===== config.mk =====
export PLATFORM = sky130hd
export DESIGN_NAME = updown_counter_gen
export DESIGN_NICKNAME = d
export VERILOG_FILES = /design/src/rtl/updown_counter_gen.sv
export SDC_FILE = /design/constraint.sdc
export NUM_CORES = 1
export LEC_CHECK = 0
export ABC_AREA = 1
export BUFFER_PORTS_ARGS = -buffer_cell sky130_fd_sc_hd__buf_4
export CAP_MARGIN = 20
export CORE_MARGIN = 10
export CORE_UTILIZATION = 30
export CTS_CLUSTER_SIZE = 8
export DETAILED_ROUTE_END_ITERATION = 16
export PLACE_DENSITY = 0.63
export SYNTH_ARGS = -nofsm -noshare
export SYNTH_HDL_FRONTEND = slang
export SYNTH_SLANG_ARGS = --single-unit

===== constraint.sdc =====
create_clock -name clk -period 1.7 [get_ports clk]
set_input_delay 0.255 -clock clk [delete_from_list [all_inputs] [get_ports clk]]
set_output_delay 0.255 -clock clk [all_outputs]
set_load 0.05 [all_outputs]

===== src/rtl/updown_counter_gen.sv =====
// updown_counter_gen: parametrised up/down counter with programmable step,
// synchronous parallel load, wrap/saturate range handling, boundary flags
// and a terminal-count pulse.
//
// Ports:
//   clk       in   rising-edge clock for all state
//   reset     in   synchronous active-low reset (0 = reset)
//   en        in   count enable (0 = hold)
//   sel       in   direction: 0 = up, 1 = down
//   load      in   synchronous parallel load request
//   load_val  in   [WIDTH]   value loaded when load = 1
//   sat_mode  in   0 = wrap at range ends, 1 = saturate at range ends
//   step      in   [STEP_W]  count magnitude (0 behaves as hold)
//   out       out  [WIDTH]   registered count, always within [MIN_VAL, MAX_VAL]
//   at_max    out  combinational, out == MAX_VAL
//   at_min    out  combinational, out == MIN_VAL
//   tc        out  registered terminal-count pulse (range end crossed/hit)
//   load_err  out  registered, last accepted load_val was out of range
//
// There is no handshake: every input is sampled on each rising edge with
// priority reset > load > en, and the result appears on the registered
// outputs one cycle later.
module updown_counter_gen #(
   parameter int          WIDTH   = 5,
   parameter int unsigned MIN_VAL = 0,
   parameter int unsigned MAX_VAL = 32'hFFFF_FFFF >> (32 - WIDTH),
   parameter int          STEP_W  = 3
) (
   input  logic              clk,
   input  logic              reset,
   input  logic              en,
   input  logic              sel,
   input  logic              load,
   input  logic [WIDTH-1:0]  load_val,
   input  logic              sat_mode,
   input  logic [STEP_W-1:0] step,
   output logic [WIDTH-1:0]  out,
   output logic              at_max,
   output logic              at_min,
   output logic              tc,
   output logic              load_err
);

   // Two guard bits: one for the carry of out+step, one so out-step can go
   // negative and still be compared as a signed value.
   localparam int XW = WIDTH + 2;

   localparam logic [XW-1:0]    MIN_X   = XW'(MIN_VAL);
   localparam logic [XW-1:0]    MAX_X   = XW'(MAX_VAL);
   localparam logic [XW-1:0]    RANGE_X = MAX_X - MIN_X + XW'(1);
   localparam logic [WIDTH-1:0] MIN_W   = WIDTH'(MIN_VAL);
   localparam logic [WIDTH-1:0] MAX_W   = WIDTH'(MAX_VAL);

   logic [WIDTH-1:0] out_q;
   logic             tc_q;
   logic             load_err_q;

   logic [XW-1:0]    cur_x;
   logic [XW-1:0]    step_x;
   logic [XW-1:0]    eff_step;
   logic [XW-1:0]    load_x;
   logic [XW-1:0]    up_sum;
   logic [XW-1:0]    dn_diff;
   logic [WIDTH-1:0] nxt_out;
   logic             nxt_tc;
   logic             nxt_err;

   always_comb begin
      cur_x    = XW'(out_q);
      step_x   = XW'(step);
      // A step larger than the whole range would wrap more than once;
      // clamping to RANGE keeps a single wrap correct.
      eff_step = (step_x > RANGE_X) ? RANGE_X : step_x;
      load_x   = XW'(load_val);
      up_sum   = cur_x + eff_step;
      dn_diff  = cur_x - eff_step;

      nxt_out  = out_q;
      nxt_tc   = 1'b0;
      nxt_err  = 1'b0;

      if (load) begin
         if (load_x > MAX_X) begin
            nxt_out = MAX_W;
            nxt_err = 1'b1;
         end else if (load_x < MIN_X) begin
            nxt_out = MIN_W;
            nxt_err = 1'b1;
         end else begin
            nxt_out = load_val;
         end
      end else if (en && (step != '0)) begin
         if (!sel) begin
            if (up_sum <= MAX_X) begin
               nxt_out = WIDTH'(up_sum);
            end else begin
               nxt_tc  = 1'b1;
               nxt_out = sat_mode ? MAX_W : WIDTH'(up_sum - RANGE_X);
            end
         end else begin
            // Signed compare so an underflow below zero is seen as below MIN.
            if ($signed(dn_diff) >= $signed(MIN_X)) begin
               nxt_out = WIDTH'(dn_diff);
            end else begin
               nxt_tc  = 1'b1;
               nxt_out = sat_mode ? MIN_W : WIDTH'(dn_diff + RANGE_X);
            end
         end
      end
   end

   always_ff @(posedge clk) begin
      if (!reset) begin
         out_q      <= MIN_W;
         tc_q       <= 1'b0;
         load_err_q <= 1'b0;
      end else begin
         out_q      <= nxt_out;
         tc_q       <= nxt_tc;
         load_err_q <= nxt_err;
      end
   end

   assign out      = out_q;
   assign tc       = tc_q;
   assign load_err = load_err_q;
   assign at_max   = (out_q == MAX_W);
   assign at_min   = (out_q == MIN_W);

endmodule


==> results.sh <==
export IMPL_status="finished, final reports clean"
export IMPL_final_hold_violation_count=0
export IMPL_cts_root_buf="clkbuf_4"
export IMPL_synthCells=119
export IMPL_wl_per_cell_um=13.08
export IMPL_clock_sinks=6
export IMPL_power_frac_seq_pct=24.9
export IMPL_grt_pass1_vias=770
export IMPL_synth_edf_count=0
export IMPL_numPortBuffers=21
export IMPL_drc=0
export IMPL_pwr_share_comb_pct=55.9
export IMPL_first_pass_iters=4
export IMPL_cp_end_kind="register"
export IMPL_required_ns=1.83
export IMPL_gp_congestion=0.8262
export IMPL_yosysTopAreaCell="nand2_1"
export IMPL_diodes=0
export IMPL_cts_buffer_depth=2
export IMPL_syn_cell_area_sq_um=704.4
export IMPL_min_period_over_period_pct=97.36
export IMPL_netlist_top_cells_count="nand2_1, inv_1, nand3_1"
export IMPL_cap_viol_max_count=0
export IMPL_pin_count=23
export IMPL_yosysWarnings=0
export IMPL_drive_gt1_share_pct=35.81
export IMPL_start_util_pct=31.54
export IMPL_drv_slew=0
export IMPL_async_reset_ff_share_pct=0
export IMPL_dpl_hpwl_um=1808
export IMPL_hold_path_class="input port to register"
export IMPL_powerDensity_nw_per_um2=667.0
export IMPL_vdd_drop_max_uv=588.7
export IMPL_synth_top_cell_area_share_pct=18.65
export IMPL_nets=172
export IMPL_final_util_pct=46.78
export IMPL_ant_nets=0
export IMPL_worst_clock_skew_ns=0.004056
export IMPL_yosys_cell_count_top_type="nand2_1"
export IMPL_area_delta_synth_final_pct=48.31
export IMPL_power_frac_clock_pct=19.3
export IMPL_p_int_uw=393.9
export IMPL_finalSetupViolCount=0
export IMPL_vias=882
export IMPL_htree_levels=1
export IMPL_die_height_um=68.46
export IMPL_drt_initial_drc_count=33
export IMPL_grt_ovfl_total=0
export IMPL_syn_area_per_cell_sq_um=5.920
export IMPL_clock_latency_ns=0.25
export IMPL_cts_buffers_inserted=3
export IMPL_cp_max_fo=4
export IMPL_fin_cells=176
export IMPL_crit_type="register to register"
export IMPL_grt_max_degree=10
export IMPL_p_leak_nw=0.5470
export IMPL_ys_seq_area_share_pct=17.05
export IMPL_grt_pass1_wl_um=3477
export IMPL_synth_seq_cells=6
export IMPL_fin_hold_ws_ns=0.2754
export IMPL_period_minus_slack_ns=1.655
export IMPL_dp_cells=172
export IMPL_tns_ns=0
export IMPL_path_clk_slew_ns=0.05
export IMPL_synth_main_ff_cell="dfxtp_1"
export IMPL_p_sw_uw=302.9
export IMPL_cts_hold_buffers=0
export IMPL_ys_types=19
export IMPL_netlist_top_cells_area="nand2_1, dfxtp_1, nand3_1"
export IMPL_start_kind="register"
export IMPL_antenna_found_initial=0
export IMPL_die_x_um=68.46
export IMPL_syn_num_nets=141
export IMPL_core_area_sq_um=2233
export IMPL_switching_share_pct=43.47
export IMPL_cts_tree="done"
export IMPL_critPathArrivalTime_ns=1.79
export IMPL_grtUsageTotal_pct=9.755
export IMPL_via_per_inst=5.011
export IMPL_die_area_sq_um=4686
export IMPL_rows=17
export IMPL_wl_um=2302
export IMPL_clock_fmax_mhz=604.2
## power by group through the flow
stage | clock (mW) | combinational (mW) | sequential, mW
floorplan | 0 | 0.184 | 0.219
global route | 0.153 | 0.429 | 0.175
CTS | 0.137 | 0.347 | 0.173
detailed placement | 0 | 0.346 | 0.175
global placement | 0 | 0.344 | 0.175
finish | 0.134 | 0.389 | 0.173
## stage by stage
step,setup slack [ns],total power [mW],instance area [sq um]
after floorplan,0.02857,0.4029,725.7
after CTS,0.01051,0.6573,967.2
after global routing,-0.008765,0.7562,1045
after global placement,-0.02843,0.5192,944.7
after detailed placement,-0.01993,0.5211,944.7
final,0.04494,0.6968,1045
## logic make-up (layout without fill, tap and decap cells)
| family | count (synthesis) | after routing | share of synthesized area (%) |
|---|---|---|---|
| fa+ha+maj | 8 | 8 | 16.34 |
| simple gates | 69 | 69 | 42.28 |
| flops | 6 | 6 | 17.05 |
| buf+inv | 18 | 47 | 11.19 |
| other cells | 1 | 1 | 0.5323 |
| compound gates | 16 | 16 | 11.37 |
| xor+xnor | 1 | 1 | 1.244 |
## area by class of cell
| class | count | area (sq um) |
|---|---|---|
| Clock buffer | 3 | 22.52 |
| Fill cell | 242 | 1189 |
| Inverter | 16 | 60.06 |
| Multi-Input combinational cell | 95 | 588.1 |
| Sequential cell | 6 | 128.9 |
| Tap cell | 28 | 35.03 |
| Timing Repair Buffer | 28 | 210.2 |
## metal layers
layer / GRT usage [%] / share of wire [%] / vias up
li1: - / - / 446
met2: 15.21 / 50 / 26
met5: 0 / 0 / -
met1: 11.31 / 41 / 406
met3: 5.057 / 7.1 / 4
met4: 3.015 / 1.1 / 0
## sequential cells by signal, indices dropped and copies added, names as in the netlist
register  cells
out           5
tc            1
## timing repair
item | in CTS | in global routing
gates resized for setup | 0 | 20
buffers inserted | 0 | 1
endpoints found under the setup margin | 0 | 2
## final timing paths
| path | start | endpoint | slack, ns | cells after the start |
|---|---|---|---|---|
| worst min register to register | out[3] | out[3] | 0.51 | 2 |
| worst min-delay path | reset | out[2] | 0.28 | 3 |
| worst max-delay path | out[0] | out[2] | 0.04 | 9 |
| worst max register to register | out[0] | out[2] | 0.04 | 9 |
## critical path, cell delays in order, from the launching register on
cell     delay, ns
dfxtp_4       0.35
inv_2         0.06
ha_4          0.12
inv_2         0.05
fa_2          0.41
or2_2         0.28
nand3_1       0.08
nand2_1       0.07
nand3_2       0.06
a21oi_1       0.06
## placed cells by master (no fill, tap or decap)
cell type,n
nand4_1,2
nor2_2,2
ha_4,2
nand2_1,31
fa_2,2
dfxtp_2,1
nor3_1,2
nand3b_1,1
conb_1,1
or2_2,1
buf_4,28
inv_2,2
dfxtp_4,2
inv_1,14
xor2_1,1
nor2_1,8
o21ai_0,6
nand3_1,13
a21oi_1,10
nand3_2,3
nand2_2,4
ha_1,3
nand2_4,1
clkbuf_4,3
ha_2,1
dfxtp_1,3
nor4_4,1
(Power assumes the default switching activity.)
